===== config.mk =====
export PLATFORM = sky130hd
export DESIGN_NAME = mem_port_b_reader
export DESIGN_NICKNAME = d
export VERILOG_FILES = /design/src/rtl/mem_port_b_reader.sv
export SDC_FILE = /design/constraint.sdc
export NUM_CORES = 1
export LEC_CHECK = 0
export ABC_CLOCK_PERIOD_IN_PS = 6550
export BUFFER_PORTS_ARGS = -buffer_cell sky130_fd_sc_hd__buf_2
export CAP_MARGIN = 20
export CORE_MARGIN = 1.5
export CORE_UTILIZATION = 60
export DETAILED_ROUTE_END_ITERATION = 8
export GPL_ROUTABILITY_DRIVEN = 0
export PLACE_DENSITY = 0.93
export SLEW_MARGIN = 10
export SYNTH_ARGS = -nofsm -noshare
export SYNTH_HDL_FRONTEND = slang
export SYNTH_SLANG_ARGS = --single-unit

===== constraint.sdc =====
create_clock -name clk -period 6.55 [get_ports clk]
set_input_delay 0.3275 -clock clk [delete_from_list [all_inputs] [get_ports clk]]
set_output_delay 0.3275 -clock clk [all_outputs]
set_load 0.01 [all_outputs]

===== src/rtl/mem_port_b_reader.sv =====
// Port-B read DMA: fetches word_count words from base_addr and streams them out through a small FIFO.
// Optional `BYTE_STREAM_EN: each word goes out as four zero-extended byte beats, byte 0 first.
module mem_port_b_reader #(
    parameter int FIFO_DEPTH = 4,
    parameter int LEN_W      = 16
) (
    input  logic             clk,
    input  logic             reset,
    input  logic             start,
    input  logic [31:0]      base_addr,
    input  logic [LEN_W-1:0] word_count,
    output logic             busy,
    output logic             done,
    output logic [31:0]      address_b,
    output logic [31:0]      data_in_b,
    output logic             we_b,
    input  logic [31:0]      data_out_b,
    output logic             out_valid,
    input  logic             out_ready,
    output logic [31:0]      out_data,
    output logic             out_last
);

    // state   | meaning
    // S_IDLE  | waiting for start
    // S_FETCH | issuing port-B reads while FIFO credit allows
    // S_DRAIN | all reads issued, emptying the FIFO onto the stream
    // S_DONE  | one-cycle completion pulse

    localparam int PTR_W = (FIFO_DEPTH > 1) ? $clog2(FIFO_DEPTH) : 1;
    localparam int CNT_W = PTR_W + 1;
    localparam logic [CNT_W-1:0] DEPTH_C = CNT_W'(FIFO_DEPTH);

    typedef enum logic [1:0] {S_IDLE, S_FETCH, S_DRAIN, S_DONE} state_t;

    state_t           r_state;
    state_t           w_next;
    logic [31:0]      r_base;
    logic [LEN_W-1:0] r_count;
    logic [LEN_W-1:0] r_issued;
    logic [LEN_W-1:0] r_popped;
    logic             r_inflight;
    logic [31:0]      r_addr;
    logic [31:0]      r_mem [FIFO_DEPTH];
    logic [PTR_W-1:0] r_wr_ptr;
    logic [PTR_W-1:0] r_rd_ptr;
    logic [CNT_W-1:0] r_fifo_count;

    logic [LEN_W-1:0] w_count_m1;
    logic [CNT_W-1:0] w_occ;
    logic             w_issue;
    logic [31:0]      w_issue_addr;
    logic             w_push;
    logic             w_pop;
    logic             w_xfer;
    logic             w_word_end;
    logic [31:0]      w_head;
    logic             w_unused_addr_lsbs;

    assign w_unused_addr_lsbs = ^base_addr[1:0];

    assign w_count_m1   = r_count - LEN_W'(1);
    // The pending read already owns a FIFO slot, so credit counts it.
    assign w_occ        = r_fifo_count + CNT_W'(r_inflight);
    assign w_issue      = (r_state == S_FETCH) && (r_issued != r_count) && (w_occ < DEPTH_C);
    assign w_issue_addr = r_base + {{(30-LEN_W){1'b0}}, r_issued, 2'b00};
    assign w_push       = r_inflight;
    assign w_head       = r_mem[r_rd_ptr];

    assign address_b = w_issue ? w_issue_addr : r_addr;
    assign data_in_b = 32'h0;
    assign we_b      = 1'b0;
    assign busy      = (r_state == S_FETCH) || (r_state == S_DRAIN);
    assign done      = (r_state == S_DONE);
    assign out_valid = (r_fifo_count != '0);
    assign w_xfer    = out_valid && out_ready;
    assign w_pop     = w_xfer && w_word_end;
    assign out_last  = out_valid && w_word_end && (r_popped == w_count_m1);

`ifdef BYTE_STREAM_EN
    logic [1:0] r_byte_idx;

    assign w_word_end = (r_byte_idx == 2'd3);
    assign out_data   = out_valid ? {24'h0, w_head[{r_byte_idx, 3'b000} +: 8]} : 32'h0;

    always_ff @(posedge clk) begin
        if (reset) begin
            r_byte_idx <= 2'd0;
        end else if (w_xfer) begin
            r_byte_idx <= r_byte_idx + 2'd1;
        end
    end
`else
    assign w_word_end = 1'b1;
    assign out_data   = out_valid ? w_head : 32'h0;
`endif

    always_ff @(posedge clk) begin
        if (reset) begin
            r_state <= S_IDLE;
        end else begin
            r_state <= w_next;
        end
    end

    always_comb begin
        w_next = r_state;
        case (r_state)
            S_IDLE: begin
                if (start) begin
                    w_next = (word_count == '0) ? S_DONE : S_FETCH;
                end
            end
            S_FETCH: begin
                if (w_issue && (r_issued == w_count_m1)) begin
                    w_next = S_DRAIN;
                end
            end
            S_DRAIN: begin
                if (w_pop && (r_popped == w_count_m1)) begin
                    w_next = S_DONE;
                end
            end
            S_DONE:  w_next = S_IDLE;
            default: w_next = S_IDLE;
        endcase
    end

    always_ff @(posedge clk) begin
        if (reset) begin
            r_base       <= 32'h0;
            r_count      <= '0;
            r_issued     <= '0;
            r_popped     <= '0;
            r_inflight   <= 1'b0;
            r_addr       <= 32'h0;
            r_wr_ptr     <= '0;
            r_rd_ptr     <= '0;
            r_fifo_count <= '0;
            for (int i = 0; i < FIFO_DEPTH; i++) begin
                r_mem[i] <= 32'h0;
            end
        end else begin
            if ((r_state == S_IDLE) && start) begin
                r_base   <= {base_addr[31:2], 2'b00};
                r_count  <= word_count;
                r_issued <= '0;
                r_popped <= '0;
            end
            if (w_issue) begin
                r_addr   <= w_issue_addr;
                r_issued <= r_issued + LEN_W'(1);
            end
            r_inflight <= w_issue;
            if (w_push) begin
                r_mem[r_wr_ptr] <= data_out_b;
                r_wr_ptr        <= r_wr_ptr + PTR_W'(1);
            end
            if (w_pop) begin
                r_rd_ptr <= r_rd_ptr + PTR_W'(1);
                r_popped <= r_popped + LEN_W'(1);
            end
            case ({w_push, w_pop})
                2'b10:   r_fifo_count <= r_fifo_count + CNT_W'(1);
                2'b01:   r_fifo_count <= r_fifo_count - CNT_W'(1);
                default: r_fifo_count <= r_fifo_count;
            endcase
        end
    end

endmodule


==> impl_metrics.env <==
export IMPL_outcome="complete, no violations"
export IMPL_final_common_cell="nand2_1"
export IMPL_startpoint="r_issued[0]"
export IMPL_synth_seq_cells=250
export IMPL_numCtsBuffers=26
export IMPL_cts_max_level=1
export IMPL_p_leak_nw=6.00
export IMPL_seq_area_frac_synth=0.486
export IMPL_yosysWarnings=0
export IMPL_cp_max_fo=8
export IMPL_grt_usage=0.276
export IMPL_drv_cap=0
export IMPL_cts_tree="built"
export IMPL_syn_inst=1352
export IMPL_yosysTopAreaCell="edfxtp_1"
export IMPL_grt_max_degree=109
export IMPL_rows=53
export IMPL_die_area_um2=22500
export IMPL_cts_buffer_depth=3
export IMPL_grt_overflow=0
export IMPL_cp_end_kind="output port"
export IMPL_slew_violations=0
export IMPL_post_cts_resized=0
export IMPL_synthTopCellsByArea="edfxtp_1 (30%), dfxtp_1 (19%), nand2_1 (5.6%), mux4_2 (5.6%), nor2_1 (4.6%)"
export IMPL_wl_per_cell_um=17.7
export IMPL_critical_path_slowest_cell="or4b_2"
export IMPL_clk_pin_slew_ns=0.06
export IMPL_synth_top_area_frac=0.297
export IMPL_avgSynthCellArea_um2=9.57
export IMPL_io_pins=185
export IMPL_fin_crit_ns=4.64
export IMPL_worst_setup_path_type="reg -> out"
export IMPL_power_density_nw_per_um2=353
export IMPL_diodes=0
export IMPL_hp_start="base_addr[30]"
export IMPL_worstMarginPinSlew_ns=1.13
export IMPL_ys_types=65
export IMPL_clkSinkCount=250
export IMPL_worst_path_largest_cell_delay_ns=0.66
export IMPL_die_h_um=150
export IMPL_portBuffers=149
export IMPL_first_pass_iters=7
export IMPL_synth_area_um2=12900
export IMPL_drt_initial_drc_count=994
export IMPL_drc_errors=0
export IMPL_hold_buffers=0
export IMPL_fmax_mhz=216
export IMPL_vias=10500
export IMPL_max_slew_margin=0.240
export IMPL_crit_arrival_ns=4.31
export IMPL_cpLargestDelayFamily="compound AO/OA/AOI/OAI gates"
export IMPL_die_width_um=150
export IMPL_final_setup_tns_ns=0
export IMPL_first_global_vias=10200
export IMPL_crit_path_cell_trace="ha_1, inv_1, fa_1, nor2b_1, o21a_1, o21ai_0, a21boi_0, o2111ai_1, a211o_1, or4b_2, nand3_1, buf_2"
export IMPL_skew_ns=0.0105
export IMPL_finalNetCount=1570
export IMPL_rsz0062_at_grt="no"
export IMPL_clkLatencyLatePin_ns=0.53
export IMPL_hpwl_um=19900
export IMPL_critPathLaunchType="flop"
export IMPL_hold_viol_final=0
export IMPL_timing_rr_start="r_issued[0]"
export IMPL_initial_core_util=0.614
export IMPL_required_ns=6.22
export IMPL_grt_pass1_wl_um=49800
export IMPL_synth_edf_count=128
export IMPL_wirelength_um=31000
export IMPL_post_cts_buffers=0
export IMPL_synthToLayoutAreaGrowth_pct=13.0
export IMPL_detail_route_antenna_nets=0
export IMPL_via_per_inst=5.98
export IMPL_hold_class="in -> reg"
export IMPL_finalSetupViolCount=0
export IMPL_antenna_found_initial=0
export IMPL_ir_drop_mv=0.234
export IMPL_async_reset_ff_frac=0
export IMPL_whs_ns=0.0395
export IMPL_root_buffer="clkbuf_16"
export IMPL_path_buf_inv=2
export IMPL_drive_gt1_frac=0.177
export IMPL_coreArea_um2=21100
export IMPL_layout_common_cells="nand2_1 (193), nor2_1 (159), buf_2 (148), edfxtp_1 (128), dfxtp_1 (121)"
export IMPL_fin_crit_sh=0.708
export IMPL_synth_ff_type="edfxtp_1"
==> per-stage QoR <==
stage	power (mW)	cells	util	setup slack [ns]	instance area, µm²
after floorplan	3.17	1384	-	3.03	13100
after global placement	3.56	1704	0.649	2.70	13700
after detailed placement	3.63	1704	0.649	2.56	13700
after CTS	5.13	1750	0.691	1.99	14600
after global routing	5.42	1752	0.693	1.74	14600
final	5.16	1752	0.693	1.91	14600
==> sequential cells by signal, summed over array words and instances (netlist names), named ones only <==
name	flops
r_mem	128
r_addr	32
r_base	30
r_count	16
r_issued	16
r_popped	16
r_fifo_count	3
r_rd_ptr	2
r_state	2
r_wr_ptr	2
r_inflight	1
==> final timing paths <==
kind / to / slack, ns / cells after the start
max: address_b[24] / 1.91 / 12
min: r_base[30] / 0.04 / 3
max reg2reg: r_addr[24] / 2.77 / 11
min reg2reg: r_addr[13] / 0.46 / 2
==> where the power goes <==
group	switching [mW]	internal, mW	total [mW]
Combinational	1.05	0.627	1.68
Sequential	0.141	1.83	1.97
Clock	0.606	0.904	1.51
==> routing by layer <==
layer / routed length [µm] / global-route usage
met4: 1020 / 0.111
met2: 15300 / 0.474
met1: 12100 / 0.343
met5: 0 / 0
met3: 2550 / 0.0497
==> synth_stat cells (35+ instances only) <==
cell        n
clkbuf_1   66
o21ai_0    37
and2_1     53
a21oi_1   111
nand2_1   193
nor2_1    160
dfxtp_1   122
inv_1      56
xor2_1     35
xnor2_1    37
edfxtp_1  128
==> cell type report <==
class                   instances  area [µm²]
fillers                      1484        6470
flip-flops and latches        250        6290
multi-input cells             961        6010
repair buffers                163         881
clock buffers                  34         732
well taps                     275         344
inverters                      57         214
clock inverters                12         149
==> worst min-delay path, stage by stage <==
cell	delay, ns
buf_2	0.09
nand2_1	0.05
a21oi_1	0.05
==> kinds of logic (layout without fill, tap and decap cells) <==
| logic type | Yosys count | after routing | share of synthesized area |
|---|---|---|---|
| compound gates | 235 | 235 | 0.111 |
| xor+xnor | 72 | 72 | 0.0487 |
| fa+ha+maj | 27 | 27 | 0.0273 |
| buf+inv | 173 | 266 | 0.0619 |
| flops | 250 | 250 | 0.486 |
| mux | 37 | 37 | 0.0598 |
| other cells | 1 | 33 | 0.000290 |
| simple gates | 557 | 557 | 0.205 |
(Power assumes the default switching activity.)
